===== src/rtl/key_command_decoder.sv =====
// Purpose: turns PS/2 scan bytes into bike direction requests plus start/quit pulses.
// Latency: read pulses 1 cycle after capture; start/quit/pend/last_code update on the edge ending read.
// Backpressure: a byte is acknowledged once; no new capture until scan_ready has been seen low.
module key_command_decoder (
   input  logic       board_clk,
   input  logic       reset,
   input  logic       scan_ready,
   input  logic [7:0] scan_code,
   output logic       read,
   input  logic       step,
   output logic [1:0] p1_dir,
   output logic [1:0] p2_dir,
   output logic       start,
   output logic       quit,
   output logic [7:0] last_code
);

   typedef enum logic [1:0] {IDLE, ACK, WAIT_LOW} state_t;

   localparam logic [1:0] DIR_RIGHT = 2'b00;
   localparam logic [1:0] DIR_UP    = 2'b01;
   localparam logic [1:0] DIR_LEFT  = 2'b10;
   localparam logic [1:0] DIR_DOWN  = 2'b11;

   localparam logic [7:0] CODE_EXT = 8'hE0;
   localparam logic [7:0] CODE_BRK = 8'hF0;

   state_t     state, next_state;
   logic [7:0] code_q;
   logic       ext_q, brk_q;
   logic [1:0] p1_pend, p2_pend;

   logic       is_final;
   logic       dec_p1_vld, dec_p2_vld, dec_start, dec_quit;
   logic [1:0] dec_p1_val, dec_p2_val;

   // Handshake state register.
   always_ff @(posedge board_clk or posedge reset) begin
      if (reset) state <= IDLE;
      else       state <= next_state;
   end

   // Handshake next-state and read strobe; WAIT_LOW blocks re-reading the same byte.
   always_comb begin
      next_state = state;
      read       = 1'b0;
      case (state)
         IDLE:     if (scan_ready) next_state = ACK;
         ACK: begin
            read       = 1'b1;
            next_state = WAIT_LOW;
         end
         WAIT_LOW: if (!scan_ready) next_state = IDLE;
         default:  next_state = IDLE;
      endcase
   end

   // Capture the pending byte on the IDLE->ACK transition.
   always_ff @(posedge board_clk or posedge reset) begin
      if (reset)                           code_q <= 8'h00;
      else if (state == IDLE && scan_ready) code_q <= scan_code;
   end

   // Decode the captured byte during ACK; releases (brk set) only touch last_code.
   always_comb begin
      is_final   = (state == ACK) && (code_q != CODE_EXT) && (code_q != CODE_BRK);
      dec_p1_vld = 1'b0;
      dec_p2_vld = 1'b0;
      dec_p1_val = DIR_RIGHT;
      dec_p2_val = DIR_RIGHT;
      dec_start  = 1'b0;
      dec_quit   = 1'b0;
      if (is_final && !brk_q) begin
         if (!ext_q) begin
            case (code_q)
               8'h1D: begin dec_p1_vld = 1'b1; dec_p1_val = DIR_UP;    end
               8'h1B: begin dec_p1_vld = 1'b1; dec_p1_val = DIR_DOWN;  end
               8'h1C: begin dec_p1_vld = 1'b1; dec_p1_val = DIR_LEFT;  end
               8'h23: begin dec_p1_vld = 1'b1; dec_p1_val = DIR_RIGHT; end
               8'h29: dec_start = 1'b1;
               8'h76: dec_quit  = 1'b1;
               default: ;
            endcase
         end else begin
            case (code_q)
               8'h75: begin dec_p2_vld = 1'b1; dec_p2_val = DIR_UP;    end
               8'h72: begin dec_p2_vld = 1'b1; dec_p2_val = DIR_DOWN;  end
               8'h6B: begin dec_p2_vld = 1'b1; dec_p2_val = DIR_LEFT;  end
               8'h74: begin dec_p2_vld = 1'b1; dec_p2_val = DIR_RIGHT; end
               default: ;
            endcase
         end
      end
   end

   // Prefix flags accumulate until a final byte, which clears them and updates last_code.
   always_ff @(posedge board_clk or posedge reset) begin
      if (reset) begin
         ext_q     <= 1'b0;
         brk_q     <= 1'b0;
         last_code <= 8'h00;
      end else if (state == ACK) begin
         if (code_q == CODE_EXT)      ext_q <= 1'b1;
         else if (code_q == CODE_BRK) brk_q <= 1'b1;
         else begin
            ext_q     <= 1'b0;
            brk_q     <= 1'b0;
            last_code <= code_q;
         end
      end
   end

   // Registered one-cycle command pulses, high in the cycle after read.
   always_ff @(posedge board_clk or posedge reset) begin
      if (reset) begin
         start <= 1'b0;
         quit  <= 1'b0;
      end else begin
         start <= dec_start;
         quit  <= dec_quit;
      end
   end

   // Player 1: start reload wins; step commits the old pend, then a fresh decode overwrites pend.
   always_ff @(posedge board_clk or posedge reset) begin
      if (reset) begin
         p1_dir  <= DIR_RIGHT;
         p1_pend <= DIR_RIGHT;
      end else if (start) begin
         p1_dir  <= DIR_RIGHT;
         p1_pend <= DIR_RIGHT;
      end else begin
         if (step) begin
            if ((p1_dir ^ p1_pend) == 2'b10) p1_pend <= p1_dir;
            else                             p1_dir  <= p1_pend;
         end
         if (dec_p1_vld) p1_pend <= dec_p1_val;
      end
   end

   // Player 2: same commit rules, reloads facing left.
   always_ff @(posedge board_clk or posedge reset) begin
      if (reset) begin
         p2_dir  <= DIR_LEFT;
         p2_pend <= DIR_LEFT;
      end else if (start) begin
         p2_dir  <= DIR_LEFT;
         p2_pend <= DIR_LEFT;
      end else begin
         if (step) begin
            if ((p2_dir ^ p2_pend) == 2'b10) p2_pend <= p2_dir;
            else                             p2_dir  <= p2_pend;
         end
         if (dec_p2_vld) p2_pend <= dec_p2_val;
      end
   end

endmodule


===== config.mk =====
export PLATFORM = sky130hd
export DESIGN_NAME = key_command_decoder
export DESIGN_NICKNAME = d
export VERILOG_FILES = /design/src/rtl/key_command_decoder.sv
export SDC_FILE = /design/constraint.sdc
export NUM_CORES = 1
export LEC_CHECK = 0
export CORE_ASPECT_RATIO = 1.4
export CORE_MARGIN = 2
export CORE_UTILIZATION = 47
export CTS_CLUSTER_SIZE = 25
export DETAILED_ROUTE_END_ITERATION = 8
export GPL_TIMING_DRIVEN = 0
export MAX_ROUTING_LAYER = met4
export PLACE_DENSITY_LB_ADDON = 0.08
export SYNTH_ARGS = -nofsm -noshare
export SYNTH_HDL_FRONTEND = slang
export SYNTH_SLANG_ARGS = --single-unit

===== constraint.sdc =====
create_clock -name board_clk -period 1.7 [get_ports board_clk]
set_clock_uncertainty 0.15 [all_clocks]
set_input_delay 0.425 -clock board_clk [delete_from_list [all_inputs] [get_ports board_clk]]
set_output_delay 0.425 -clock board_clk [all_outputs]
set_load 0.005 [all_outputs]

### After elaboration in Yosys (flattened, before gate mapping)

Cells that the tools add are included.

* bits of input ports: 12
* word-level logic and storage cells: 86
* register bits: 30
* output and inout bits: 15

* mux-type cells: 35
* reductions and logical operators: 15
* equal/unequal tests: 21
* bitwise logic cells: 4

Operators by type and width (number)
* 8-bit by 7-bit == test with 1-bit output (second input constant): 5
* 2-bit 2-to-1 mux: 16
* 8-bit by 5-bit == test with 1-bit output (second input constant): 3
* 2-bit one-hot mux with 3 select lines: 3
* 8-bit by 6-bit == test with 1-bit output (second input constant): 2
* 8-bit == test (second input constant): 2
* 1-bit 2-to-1 mux: 16
* 8-bit inequality test (second input constant): 2
* 4-bit OR reduction: 2
* 2-bit == test (second input constant): 3
* 2-bit inequality test (second input constant): 3
* 2-bit AND reduction: 3
* 3-bit nonzero test: 2
* 1-bit logical AND: 4
* 2-bit bitwise XOR: 2
* 3-bit AND reduction: 1
* 2-bit by 1-bit == test with 1-bit output (second input constant): 1
* 2-bit logical NOT: 1
* 1-bit NOT: 2
* 2-bit nonzero test: 1
* 1-bit logical NOT: 1

### Longest topological paths before layout

Gate-level depths: netlist of the first run.

* word-level depth: 7
* depth in mapped cells: 5
* mapped depth without buffers: 4

### Least setup slack after synthesis of the first run

No wires, ideal clock.

* path kind: reg-to-reg
* start point: register state[1]
* end point: register p1_pend[0]
* clock period less this slack: 1.742 ns
* path slack: -0.042 ns
* cell stages (with the launch flop): 5
* path buffers: 0
* data required time: 1.425 ns
* arrival: 1.466 ns
* library setup time: 0.125 ns
* cell sequence: dfrtp_1 > or4b_4 > a31oi_2 > o21ai_2 > mux2_4

* cells in the longest elaborated chain, start to end: 7
* elaborated cells on any way between the ends: 9
* classes of those cells: eq/ne: 1; mux: 4; reduce/logical: 4

RTL lines
* start: declaration: RTL line 28 `state_t state, next_state;`
* start signal: assignment: RTL line 40 `else state <= next_state;`
* 2-bit by 1-bit == test with 1-bit output *: RTL line 66 `is_final = (state == ACK) && (code_q != CODE_EXT) && (code_q != CODE_BRK);`
* 1-bit logical AND * (2 in a row): RTL line 66
* 1-bit logical AND *: RTL line 73 `if (is_final && !brk_q) begin`
* 2-bit 2-to-1 mux / 1-bit 2-to-1 mux (equally long branches): RTL line 73
* 2-bit 2-to-1 mux: RTL line 137 `if (dec_p1_vld) p1_pend <= dec_p1_val;`
* 2-bit 2-to-1 mux: RTL line 129 `end else if (start) begin`
* end signal: assignment: RTL line 134 `if ((p1_dir ^ p1_pend) == 2'b10) p1_pend <= p1_dir;`
* end signal: assignment: RTL line 137
* end: declaration: RTL line 31 `logic [1:0] p1_pend, p2_pend;`

Mark *: on every way between the ends. The rest lies on a longest branch, timed or not.
A chain may end at the register's enable or synchronous reset.

### Worst setup path after layout of the first run

Same ends and word-level chain as after synthesis.

==> results of run 1 <==
state kept, by name (all words and copies together) (netlist names):
register / count
code_q: 8
last_code: 8
p1_dir: 2
p1_pend: 2
p2_dir: 2
p2_pend: 2
state: 2
brk_q: 1
ext_q: 1
quit: 1
start: 1
final timing paths:
kind / from / to / slack (ns) / depth (start not counted)
min: last_code[5] / last_code[5] / 0.35 / 1
min in group asynchronous: reset / last_code[2] / 0.42 / 2
min reg2reg: last_code[5] / last_code[5] / 0.35 / 1
max reg2reg: state[1] / p1_pend[0] / -0.17 / 5
max in group asynchronous: reset / code_q[7] / 0.58 / 2
max: state[1] / p1_pend[0] / -0.17 / 5
critical path: cells and delay by family, from the launching register on:
| family | cells | cell delay [ns] |
|---|---|---|
| mux | 1 | 0.30 |
| simple gates | 1 | 0.53 |
| buf+inv | 1 | 0.12 |
| compound gates | 2 | 0.27 |
| flops | 1 | 0.39 |
kinds of logic (layout without fill, tap and decap cells):
family,Yosys count,after routing,synth area share (%)
muxes,20,20,15.8
AOI/OAI and AO/OA,22,22,11.5
and+or+nand+nor,43,43,18.7
xor gates and xnor gates,3,3,1.65
buffers and inverters,13,69,5.18
DFF,30,30,47.2
cell usage in the layout (no fill, tap or decap), drive strengths merged, types with 2 or more instances in the layout:
cell	synthesis	final
clkbuf	3	6
and4b	2	2
o21ai	8	8
clkdlybuf4s50	0	10
xnor2	2	2
a21oi	5	5
nor3	2	2
nand3b	3	3
dfstp	2	2
nand2	2	2
a31oi	2	2
nor3b	2	2
mux2	17	17
buf	6	32
mux2i	3	3
dlymetal6s2s	0	3
nand4	2	2
nor2	10	10
nand2b	4	4
inv	4	3
nor2b	4	4
or4b	2	2
nand3	4	4
clkinv	0	2
dlygate4sd2	0	11
dfrtp	28	28
per-layer routing:
metal	vias up	track usage (%)	routed length, µm
met5	-	-	0
met4	0	6.84	42
met3	6	5.53	133
met2	23	33.3	1770
met1	592	22.1	1340
li1	582	-	-
what timing repair did:
item,CTS,global route
pin swaps,4,4
hold buffers,0,0
resized for setup,24,9
setup endpoints to repair,35,27
gates cloned,0,1
buffers inserted,20,4
report_power, final:
group / switching [µW] / leakage [µW] / internal (µW)
logic: 696 / 0.000602 / 1030
registers: 215 / 0.000368 / 961
clock network: 266 / 0.0000579 / 430
total: 1180 / 0.00103 / 2420
layout make-up:
type	count	area share [%]
Multi-Input combinational cell	88	35.3
Sequential cell	30	34.0
Timing Repair Buffer	49	19.6
Clock buffer	5	3.10
Buffer	8	3.04
Tap cell	40	2.25
Clock inverter	3	1.80
Inverter	4	0.845
metrics by stage:
stage	cell area [µm²]	std cells	TNS, ns	hold slack [ns]
5_1_grt	2220	227	-1.31	0.379
3_3_place_gp	1900	196	-10.19	0.330
4_1_cts	2170	222	-0.757	0.355
6_report	2220	227	-0.742	0.349
2_1_floorplan	1600	131	-0.175	0.334
3_5_place_dp	1900	196	-13.72	0.335
==> results.py, run 1 <==
metrics = {
    "outcome": {
        "status": "complete, but fails checks",
        "violations": "setup timing",
    },
    "die": {
        "fp.dieArea_um2": 3880,
        "design.portCount": 27,
        "dieHeight_um": 72.9,
        "start_util_pct": 48.1,
        "core_um2": 3320,
        "std_cell_rows": 25,
        "die_w_um": 53.2,
    },
    "worst_setup_path": {
        "startpoint_type": "register",
        "critPathMaxStageDelay_ns": 0.53,
        "path_cells": "buf_6 > or4b_4 > a31oi_4 > o21ai_2 > mux2_4",
        "crit_fanout": 2,
        "critPathArrivalTime_ns": 1.89,
        "cp-end-kind": "register",
        "critical_path_class": "reg2reg",
        "critPathRequiredTime_ns": 1.72,
        "cp_slowest_cell": "or4b_4",
    },
    "detailed_routing": {
        "via_per_inst": 5.30,
        "num_vias": 1203,
        "routed_wl_mm": 3.29,
        "ant_nets": 0,
        "dr.first_iter.drc_count": 8,
        "drt_pass1_iterations": 4,
        "wl_per_cell_um": 14.5,
        "remaining_drc_errors": 0,
    },
    "timing": {
        "period_share_pct": 110,
        "fin_ws_ns": -0.174,
        "rsz0062_at_grt": "true",
        "slew_violations": 0,
        "max_freq_ghz": 0.534,
        "slew_headroom_pct": 57.3,
        "final-hold-violation-count": 0,
        "fin_crit_ns": 1.87,
        "finalSetupViolCount": 12,
        "tightest_slew_ns": 0.639,
    },
    "cts": {
        "cts_buffers": 5,
        "clk_pin_slew_worst_paths_ns": 0.06,
        "clock_latency_ns": 0.28,
        "h-tree-depth": 2,
        "clkSinkCount": 30,
        "root_buffer": "clkbuf_8",
        "clockBufferDepth": 2,
        "cts_tree": "built",
    },
    "placement": {
        "dp_slack_ns": -0.462,
        "globalplace.congestion": 0.795,
        "dp_hpwl_mm": 2.12,
        "port_buffers": 25,
    },
    "final_layout": {
        "final_nets": 198,
        "fin_util_pct": 67.0,
        "multi_input_area_um2": 785,
        "fill_cells": 289,
        "num_antenna_cells": 0,
        "regArea_um2": 756,
        "syn_to_final_growth_pct": 39.2,
        "drive_gt1_share_pct": 40.1,
    },
    "synth": {
        "yosysMostFrequentCell": "dfrtp_1",
        "synth_common_cells": "28 x dfrtp_1, 10 x nor2_1, 9 x mux2_2",
        "synth_top_area_share_pct": 43.9,
        "yosysSeqAreaShare_pct": 47.2,
        "yosys.area.top_type": "dfrtp_1",
        "yosysWarnings": 0,
        "syn_inst": 131,
        "mappedNetlistArea_um2": 1600,
        "synth.distinct_cells": 44,
        "ys_top_cells_by_area": "dfrtp_1 44%, mux2_4 7.5%, mux2_2 6.4%",
        "synth-async-reset-ratio_pct": 100,
        "ys_ff_latch": 30,
        "syn_nets": 143,
        "syn-mean-instance-area_um2": 12.2,
        "synth_edf_count": 0,
        "ys.flop_type": "dfrtp_1",
    },
    "power_and_ir_drop": {
        "ir_worst_vdd_mv": 1.05,
        "p_per_area_nw_per_um2": 1620,
        "p_total_uw": 3600,
        "p_leak_uw": 0.00103,
    },
    "global_routing": {
        "grt_pass1_vias": 1240,
        "grt_pass1_wl_mm": 5.46,
        "grt_max_degree": 31,
        "grt_overflow": 0,
        "antenna_found_initial": 0,
        "grt_usage_pct": 19.8,
    },
    "min_path": {
        "hold_path.class": "reg2reg",
    },
    "job": {
        "max-cap-violations": 0,
    },
}
Power figures use the tool's default switching activity.
==> run 2: changes to the inputs <==
--- a/config.mk
+++ b/config.mk
@@ -13,6 +13,7 @@
 export GPL_TIMING_DRIVEN = 0
 export MAX_ROUTING_LAYER = met4
 export PLACE_DENSITY_LB_ADDON = 0.08
+export SLEW_MARGIN = 20
 export SYNTH_ARGS = -nofsm -noshare
 export SYNTH_HDL_FRONTEND = slang
 export SYNTH_SLANG_ARGS = --single-unit
==> results of run 2 <==
Final layout, timing and power as in run 1 (identical DEF).
==> edit (settings of run 1) <==
Make the reset (`reset`) synchronous in 6 clocked blocks.
--- a/src/rtl/key_command_decoder.sv
+++ b/src/rtl/key_command_decoder.sv
@@ -36,5 +36,5 @@
 
    // Handshake state register.
-   always_ff @(posedge board_clk or posedge reset) begin
+   always_ff @(posedge board_clk) begin
       if (reset) state <= IDLE;
       else       state <= next_state;
@@ -57,5 +57,5 @@
 
    // Capture the pending byte on the IDLE->ACK transition.
-   always_ff @(posedge board_clk or posedge reset) begin
+   always_ff @(posedge board_clk) begin
       if (reset)                           code_q <= 8'h00;
       else if (state == IDLE && scan_ready) code_q <= scan_code;
@@ -95,5 +95,5 @@
 
    // Prefix flags accumulate until a final byte, which clears them and updates last_code.
-   always_ff @(posedge board_clk or posedge reset) begin
+   always_ff @(posedge board_clk) begin
       if (reset) begin
          ext_q     <= 1'b0;
@@ -112,5 +112,5 @@
 
    // Registered one-cycle command pulses, high in the cycle after read.
-   always_ff @(posedge board_clk or posedge reset) begin
+   always_ff @(posedge board_clk) begin
       if (reset) begin
          start <= 1'b0;
@@ -123,5 +123,5 @@
 
    // Player 1: start reload wins; step commits the old pend, then a fresh decode overwrites pend.
-   always_ff @(posedge board_clk or posedge reset) begin
+   always_ff @(posedge board_clk) begin
       if (reset) begin
          p1_dir  <= DIR_RIGHT;
@@ -140,5 +140,5 @@
 
    // Player 2: same commit rules, reloads facing left.
-   always_ff @(posedge board_clk or posedge reset) begin
+   always_ff @(posedge board_clk) begin
       if (reset) begin
          p2_dir  <= DIR_LEFT;
Function: differs if reset is asserted again (counterexample within 4 cycles, from zero or initial values and one cycle with reset high); with reset held inactive, the same outputs for 10 cycles.
==> edit against run 1 <==
  * Design area shrank 13%
  * Critical endpoint is now last_code[6]
  * Synthesized cell count increased by 9.9%
  * Global-route usage rose by 0.69 points
  * Area after synthesis decreased by 13%
  * First-iteration DRC count grew 88%
  * Wire length about the same
  * Core utilization rose by 0.48 points
  * Sequential cell count stayed put
  * Setup slack better by 0.21 ns
Power is not compared: it rests on default switching activity, and its combinational part moved more than twofold at a synthesized area within 25%.
==> edit: results (changes against run 1) <==
number of global-route vias before repair=1097 (was 1240); hpwl dp=2.242 mm (was 2.121 mm); Setup WS pre-CTS=-0.4335 ns (was -0.4624 ns); Least-Margin Pin Slew=0.4308 ns (was 0.6389 ns); crit path to=last_code[6] (was p1_pend[0]); Mapped Nets=156 (was 143); outcome=finished, final reports clean (was finished, violations left); area share of the largest cell type after synthesis=43.17% (was 43.92%); r2r setup slk=0.04 ns (was -0.17 ns); CTS HTree Levels=2 (unchanged); Seq/Total Area, Yosys=43.17% (was 47.22%); initial antenna violation count=0 (unchanged); 1st-iter DRT viols=15 (was 8); top cells by area, synth=dfxtp_1 (43%), mux2i_1 (12%), nor2_1 (4.9%) (was dfrtp_1 (44%), mux2_4 (7.5%), mux2_2 (6.4%)); CP Launch Type=register (unchanged); root cell of the clock tree=clkbuf_8 (unchanged); CTS Buffer Depth=2 (unchanged); final worst slack=0.03872 ns (was -0.1735 ns); critical path arrival=1.68 ns (was 1.89 ns); GRT Total Usage=20.51% (was 19.82%); wire per inst=14.87 µm (was 14.47 µm); Synth top cells by count=dfxtp_1 (30), nor2_1 (18), mux2i_1 (17), nand2_1 (8) (was dfrtp_1 (28), nor2_1 (10), mux2_2 (9), mux2_4 (8), o21ai_0 (7)); slowest CP cell=o31a_1 (was or4b_4); largest registers=code_q: 8 flops, last_code: 8 flops (unchanged); pin count of the biggest net entering global routing=11 (was 31); Max FO, Critical Path=10 (was 2); YS warnings=0 (unchanged); fill count=242 (was 289); min-delay src=p1_pend[0] (was last_code[5]); Vias/cell=5.430 (was 5.300); nets=197 (was 198); RR Startpoint=code_q[0] (was state[1]); PostCTS Resize Cnt=19 (was 24); Max stage delay on crit path=0.36 ns (was 0.53 ns); first-pass GRT wire length=4.988 mm (was 5.464 mm); Synth cell types=42 (was 44); FF-to-FF path depth=5 (unchanged); DP Area=1688 µm² (was 1904 µm²); layout cell share with drive strength beyond 1=26.63% (was 40.11%); clock power share=a little over a third; setup bufs post-CTS=2 (was 20); placer's final routability congestion estimate=0.7535 (was 0.7946); CP delay by family, top=compound AO/OA/AOI/OAI gates (was simple AND/OR/NAND/NOR gates); Synth async-reset ratio=0% (was 100.0%)
[edit: cell types whose count changed in the layout (fill, tap and decap cells not counted), sizes merged, moves of 5 or more]
cell	run 1	this run
buf	32	13
dlymetal6s2s	3	8
mux2	17	0
o21ai	8	3
dlygate4sd2	11	5
mux2i	3	17
nand2	2	8
dfxtp	0	30
nor2	10	18
dfrtp	28	0
[edit: how the worst min path moves through the flow]
stage	to	slack (ns)	cells past startpoint
floorplan	p1_pend[0]	0.31	2
global placement	p2_dir[1]	0.33	2
detailed placement	p1_pend[0]	0.33	2
CTS	p1_pend[0]	0.34	2
global route	ext_q	0.38	2
finish	p1_pend[0]	0.34	2
[edit: logic make-up after synthesis]
group,share of synthesized area [%]
DFF,43.17
buffers and inverters,4.856
muxes,12.23
AOI/OAI and AO/OA,13.94
and+or+nand+nor,24.55
xor gates and xnor gates,1.259
[edit: layout make-up]
class                   instances  area, µm²  share of cell area (%)
well taps                      37      46.29                   2.409
plain buffers                   8      58.81                   3.060
repair buffers                 34      331.6                   17.25
flip-flops and latches         30      614.3                   31.97
inverters                       5      18.77                  0.9766
clock buffers                   6      82.58                   4.297
multi-input cells             101      769.5                   40.04
[edit: per-stage QoR]
| stage | instances | utilization [%] | power, mW | setup TNS, ns |
|---|---|---|---|---|
| floorplan | 144 | - | 0.8921 | 0 |
| global placement | 206 | 59.24 | 0.9649 | -6.929 |
| detailed placement | 206 | 59.24 | 0.9707 | -6.961 |
| CTS | 214 | 63.99 | 1.527 | -0.001731 |
| global route | 221 | 67.46 | 1.600 | -0.01534 |
| finish | 221 | 67.46 | 1.533 | 0 |
[edit: per-layer routing]
metal  wire length [µm]  GRT usage [%]
met1               1249          20.05
met2               1835          37.83
met5                  0              -
met3                117          5.895
met4                 84          8.333
